## config.mk

```make
export PLATFORM = sky130hd
export DESIGN_NAME = dot_mem_sequencer
export DESIGN_NICKNAME = d
export VERILOG_FILES = /design/src/rtl/dot_mem_sequencer.sv
export SDC_FILE = /design/constraint.sdc
export NUM_CORES = 1
export LEC_CHECK = 0
export BUFFER_PORTS_ARGS = -buffer_cell sky130_fd_sc_hd__clkbuf_2
export CAP_MARGIN = 20
export CELL_PAD_IN_SITES_DETAIL_PLACEMENT = 0
export CELL_PAD_IN_SITES_GLOBAL_PLACEMENT = 1
export CORE_UTILIZATION = 41
export DETAILED_ROUTE_END_ITERATION = 16
export GPL_TIMING_DRIVEN = 1
export PLACE_DENSITY = 0.78
export RECOVER_POWER = 50
export SYNTH_ARGS = -nofsm -noshare
export SYNTH_HDL_FRONTEND = slang
export SYNTH_SLANG_ARGS = --single-unit
```

## constraint.sdc

```tcl
create_clock -name clk -period 3.5 [get_ports clk]
set_input_delay 0.7 -clock clk [delete_from_list [all_inputs] [get_ports clk]]
set_output_delay 0.7 -clock clk [all_outputs]
set_load 0.01 [all_outputs]
```

## src/rtl/dot_mem_sequencer.sv

```systemverilog
// Control sequencer for a bank of operand SRAMs plus one result SRAM: clear, handshaked load,
// and a multi-vector compute pass feeding a fixed-latency MAC pipeline. All outputs are registered.
module dot_mem_sequencer #(
  parameter int Addr_Width           = 5,
  parameter int Nums_SRAM_In         = 2,
  parameter int Nums_SRAM            = Nums_SRAM_In + 1,
  parameter int Nums_Data_in_bits    = 4,
  parameter int Vec_Count            = 2,
  parameter int Nums_Pipeline_Stages = 4
) (
  input  logic                            clk,
  input  logic                            Mem_reset,
  input  logic                            Comp_reset,
  input  logic                            clear_start,
  input  logic                            load_valid,
  output logic                            load_ready,
  input  logic                            start,
  output logic                            busy,
  output logic                            done,
  output logic                            Acc_Clear,
  output logic [Nums_SRAM-1:0]            Mem_Clear,
  output logic [Nums_SRAM-1:0]            En_Chip_Select,
  output logic [Nums_SRAM-1:0]            En_Write,
  output logic [Nums_SRAM-1:0]            En_Read,
  output logic [Nums_SRAM*Addr_Width-1:0] Addr_Read,
  output logic [Nums_SRAM*Addr_Width-1:0] Addr_Write,
  output logic [2:0]                      dbg_state
);

  localparam int AW  = Addr_Width;
  localparam int NDB = Nums_Data_in_bits;
  localparam int NPS = Nums_Pipeline_Stages;
  localparam int SW  = $clog2(Nums_SRAM_In + 1);
  localparam int NumsData = 1 << Nums_Data_in_bits;
  localparam logic [AW-1:0] K_LAST = AW'(Vec_Count * NumsData - 1);
  localparam logic [SW-1:0] S_END  = SW'(Nums_SRAM_In);

  typedef enum logic [2:0] {IDLE, CLEAR, LOAD, COMPUTE, DRAIN, DONE} state_t;

  state_t                  state_q, state_d;
  logic [AW-1:0]           k_q, k_d, a_q, a_d, v_q, v_d;
  logic [SW-1:0]           s_q, s_d;
  logic [NPS-1:0]          pipe_q, pipe_d;
  logic                    busy_q, busy_d, done_q, done_d;
  logic                    load_ready_q, load_ready_d, acc_clear_q, acc_clear_d;
  logic [Nums_SRAM-1:0]    mem_clear_q, mem_clear_d, cs_q, cs_d, we_q, we_d, re_q, re_d;
  logic [Nums_SRAM*AW-1:0] raddr_q, raddr_d, waddr_q, waddr_d;

  logic                    do_read, do_load;
  logic [AW-1:0]           rd_k, ld_a;
  logic [SW-1:0]           ld_s;

  // Load handshake: a beat transfers in any LOAD cycle where load_valid is high; load_ready is
  // the registered echo of that acceptance and is shown in the cycle the beat's write is issued.
  always_comb begin
    state_d      = state_q;
    k_d          = k_q;
    a_d          = a_q;
    s_d          = s_q;
    v_d          = v_q;
    pipe_d       = pipe_q;
    load_ready_d = 1'b0;
    acc_clear_d  = 1'b0;
    mem_clear_d  = '0;
    cs_d         = '0;
    we_d         = '0;
    re_d         = '0;
    raddr_d      = '0;
    waddr_d      = '0;
    do_read      = 1'b0;
    rd_k         = '0;
    do_load      = 1'b0;
    ld_s         = '0;
    ld_a         = '0;

    if (Comp_reset) begin
      state_d = IDLE;
      k_d     = '0;
      a_d     = '0;
      s_d     = '0;
      v_d     = '0;
      pipe_d  = '0;
    end else begin
      case (state_q)
        IDLE: begin
          if (clear_start) begin
            state_d     = CLEAR;
            mem_clear_d = '1;
            cs_d        = '1;
          end else if (load_valid) begin
            state_d = LOAD;
            do_load = 1'b1;
          end else if (start) begin
            state_d = COMPUTE;
            do_read = 1'b1;
            v_d     = '0;
          end
        end
        CLEAR: state_d = IDLE;
        LOAD: begin
          if (s_q == S_END) begin
            state_d = IDLE;
            s_d     = '0;
            a_d     = '0;
          end else if (load_valid) begin
            do_load = 1'b1;
            ld_s    = s_q;
            ld_a    = a_q;
          end
        end
        COMPUTE: begin
          if (k_q == K_LAST) begin
            state_d = DRAIN;
          end else begin
            do_read = 1'b1;
            rd_k    = k_q + AW'(1);
          end
        end
        DRAIN: if (pipe_q == '0) state_d = DONE;
        DONE: begin
          state_d = IDLE;
          k_d     = '0;
          v_d     = '0;
        end
        default: state_d = IDLE;
      endcase

      if (do_load) begin
        load_ready_d                 = 1'b1;
        we_d[ld_s]                   = 1'b1;
        cs_d[ld_s]                   = 1'b1;
        waddr_d[int'(ld_s)*AW +: AW] = ld_a;
        if (ld_a == K_LAST) begin
          a_d = '0;
          s_d = ld_s + SW'(1);
        end else begin
          a_d = ld_a + AW'(1);
        end
      end

      if (do_read) begin
        k_d         = rd_k;
        acc_clear_d = (rd_k[NDB-1:0] == '0);
        for (int i = 0; i < Nums_SRAM_In; i++) begin
          re_d[i]              = 1'b1;
          cs_d[i]              = 1'b1;
          raddr_d[i*AW +: AW]  = rd_k;
        end
      end

      // The oldest flag marks a vector whose final product leaves the pipeline next cycle.
      pipe_d = (pipe_q << 1) | NPS'(do_read & (&rd_k[NDB-1:0]));
      if (pipe_q[NPS-1]) begin
        we_d[Nums_SRAM-1]                 = 1'b1;
        cs_d[Nums_SRAM-1]                 = 1'b1;
        waddr_d[(Nums_SRAM-1)*AW +: AW]   = v_q;
        v_d                               = v_q + AW'(1);
      end
    end

    busy_d = (state_d != IDLE);
    done_d = (state_d == DONE);
  end

  always_ff @(posedge clk or posedge Mem_reset) begin
    if (Mem_reset) begin
      state_q      <= IDLE;
      k_q          <= '0;
      a_q          <= '0;
      s_q          <= '0;
      v_q          <= '0;
      pipe_q       <= '0;
      busy_q       <= 1'b0;
      done_q       <= 1'b0;
      load_ready_q <= 1'b0;
      acc_clear_q  <= 1'b0;
      mem_clear_q  <= '0;
      cs_q         <= '0;
      we_q         <= '0;
      re_q         <= '0;
      raddr_q      <= '0;
      waddr_q      <= '0;
    end else begin
      state_q      <= state_d;
      k_q          <= k_d;
      a_q          <= a_d;
      s_q          <= s_d;
      v_q          <= v_d;
      pipe_q       <= pipe_d;
      busy_q       <= busy_d;
      done_q       <= done_d;
      load_ready_q <= load_ready_d;
      acc_clear_q  <= acc_clear_d;
      mem_clear_q  <= mem_clear_d;
      cs_q         <= cs_d;
      we_q         <= we_d;
      re_q         <= re_d;
      raddr_q      <= raddr_d;
      waddr_q      <= waddr_d;
    end
  end

  assign load_ready     = load_ready_q;
  assign busy           = busy_q;
  assign done           = done_q;
  assign Acc_Clear      = acc_clear_q;
  assign Mem_Clear      = mem_clear_q;
  assign En_Chip_Select = cs_q;
  assign En_Write       = we_q;
  assign En_Read        = re_q;
  assign Addr_Read      = raddr_q;
  assign Addr_Write     = waddr_q;
  assign dbg_state      = state_q;

endmodule

```

==> key figures <==
STA
  – Setup ws final: 710.3 ps
  – Max-slew violation count: 0
  – Post-layout min period: 2790 ps
  – Max-slew headroom: 0.1164
  – Layout Skew: 9.922 ps
  – Hold_ws: 496.3 ps
  – Hold Violations, Final: 0
  – Period utilisation layout: 0.7971
  – Final setup viols: 0
  – Fin Setup TNS: 0 ps
  – Unrepaired setup endpoints after global routing: no
  – FMAX: around 0.36 GHz
  – Worst slew pin tran: 1324 ps

Placed design
  – RePlAce Congestion: 0.7592
  – Pre-CTS setup slack: 466.8 ps
  – Port bufs: 48
  – DPL Wire Length: 3.823 mm

CTS
  – Post-CTS setup buffer count: 0
  – Clock Tree Root: clkbuf_8
  – H-Tree Depth: 2
  – Clock buffer depth: 2
  – TritonCTS Buffers: 5
  – Cts repair resizes: 0
  – Worst-Skew Late Latency: 300 ps
  – Clk slew on worst S/H paths: 100 ps
  – Clk sink count: 56
  – CTS Hold Buffers Added: 0
  – CTS tree: built

Outcome
  – Outcome: finished, final reports clean

Global route
  – Vias in the first global route: 1,750
  – Pin count of the biggest net entering global routing: 38
  – Antenna violations before repair: 0
  – Gr ovfl total: 0
  – First-pass GRT wire length: about 8.7 mm
  – Total Routing Usage GR: 0.1704

Layout
  – Antenna Cells: 0
  – Nets: a little under 300
  – Layout area overhead: 11.54%
  – Most frequent cells in the layout: dfrtp_1 (56), clkbuf_2 (30), clkbuf_1 (19)
  – Layout cell share with drive strength beyond 1: 0.1886
  – Commonest non-fill, non-tap cell in the layout: dfrtp_1

Logic synthesis
  – Top area cells in the synthesized netlist: dfrtp_1 (53%), ha_1 (5.2%), buf_4 (4.0%), nand2_1 (2.5%), nor2_1 (2.1%)
  – Top cell type's share of synthesized area: 0.5276
  – Commonest register cell after synthesis: dfrtp_1
  – Gate Count Post-Synth: 241
  – Synth Warn #: 0
  – Sequential share of the synthesized area: 0.5276
  – Number of synthesized flops with an enable pin: 0
  – Syn Std Cell Area: ~0.0027 mm2
  – Yosys reg bits: 56
  – Async SR Flop Fraction: 1.000
  – Dominant cell type by area after synthesis: dfrtp_1
  – Netlist cell types: 54
  – Syn_area_per_cell: 11.02 um2

Critical path
  – CP arrival: 2980 ps
  – Max FO, Critical Path: 10
  – CP Launch Type: flop
  – R2R Setup Slk: 710 ps
  – Setup crit end kind: flop
  – Required time worst endpoint: about 3700 ps
  – Setup CP Type: reg -> reg

Power
  – Total power: 0.001286 W
  – P_leak: 1.481 nW
  – Power Dens Cells: 434.1 mW/mm2
  – Max VDD drop: 0.1870 mV

Run
  – Max Cap Violations: 0

Die
  – # IOs: 55
  – Core Box Area: around 0.0061 mm2
  – Row count: 28
  – Die area: roughly 0.0068 mm2
  – Initial Utilization: 0.4358
  – DIE WIDTH: 82.49 um
  – Die Ht: 82.49 um

Route
  – Residual DRC: 0
  – Drt pass-1 iters: 4
  – Antenna Nets Post-Route: 0
  – Vias: 1,853
  – Initial DRC count: 90
  – Routed vias/inst: 5.205
  – Total wire length: roughly 5.2 mm
  – Routed length per placed instance: 14.60 um

Min path
  – Tightest Hold Check Type: reg -> reg
-- worst paths after layout --
path,startpoint,to,cells past startpoint
min in group asynchronous,Mem_reset,Addr_Read[6],2
setup reg to reg,dbg_state[1],a_q[3],12
hold reg to reg,v_q[4],v_q[4],1
hold / removal,v_q[4],v_q[4],1
setup / recovery,dbg_state[1],a_q[3],12
max in group asynchronous,Mem_reset,s_q[1],3
-- cell type report --
cell class | instances | area (um2)
Clock buffer | 5 | 68.82
Inverter | 12 | 45.04
Tap cell | 75 | 93.84
Clock inverter | 2 | 60.06
Multi-Input combinational cell | 155 | 1057
Sequential cell | 56 | 1401
Fill cell | 615 | 3133
Timing Repair Buffer | 51 | 236.5
-- cell usage after synthesis (4+ instances only) --
cell type / instances
nand2b_1: 5
nor2_1: 15
nor2b_1: 6
or3_1: 4
buf_4: 14
buf_6: 4
nand2_1: 18
inv_1: 12
and3_1: 7
nand3_1: 7
o21ai_0: 8
a21oi_1: 8
a21o_1: 5
a31oi_1: 4
nor3_1: 5
ha_1: 11
dfrtp_1: 56
-- metal layers --
| metal | GRT usage | vias up | wire (um) |
|---|---|---|---|
| met3 | 0.03187 | 4 | 222 |
| met2 | 0.2545 | 49 | 2340 |
| met1 | 0.2474 | 898 | 2586 |
| li1 | - | 902 | - |
| met5 | 0 | - | 0 |
| met4 | 0.05862 | 0 | 46 |
-- power by group --
group / total, W / switching (W) / leakage (nW) / internal, W
registers: 0.000676 / 0.0000123 / 0.774 / 0.000664
logic: 0.000136 / 0.0000872 / 0.643 / 0.0000486
clock network: 0.000474 / 0.000193 / 0.0642 / 0.000282
-- worst max-delay path: stages (launching register included) --
cell and delay [ps]:
dfrtp_1 560, and4bb_1 430, and2_1 260, nand2_1 160, inv_1 90, ha_1 180, nand2_1 60, nor2_1 90
ha_1 270, nor2_1 100, and4_1 260, o21ai_0 140, o31ai_1 90
-- stage by stage --
stage	instance area (um2)	instances	utilization
floorplan	2675	246	-
global placement	2860	349	0.4692
detailed placement	2860	349	0.4692
CTS	2989	356	0.4904
global route	2963	356	0.4860
finish	2963	356	0.4860
-- flip-flops by register name (all words and copies together), names as in the netlist --
| name | flops |
|---|---|
| Acc_Clear | 1 |
| Addr_Read | 5 |
| Addr_Write | 15 |
| En_Chip_Select | 3 |
| En_Read | 1 |
| En_Write | 3 |
| Mem_Clear | 1 |
| a_q | 5 |
| busy | 1 |
| dbg_state | 3 |
| done | 1 |
| k_q | 5 |
| load_ready | 1 |
| pipe_q | 4 |
| s_q | 2 |
| v_q | 5 |
-- cell families after synthesis --
kind of cell             after synthesis  share of synthesized area
AO/OA/AOI/OAI                         49                     0.1357
other                                  1                   0.001412
AND/OR/NAND/NOR                       86                     0.1917
buffers and inverters                 35                    0.08149
adder cells (fa/ha/maj)               11                    0.05181
XOR/XNOR                               2                   0.006596
flip-flops                            56                     0.5276
multiplexers                           1                   0.003768
No activity file was read; power rests on OpenSTA's default activity.
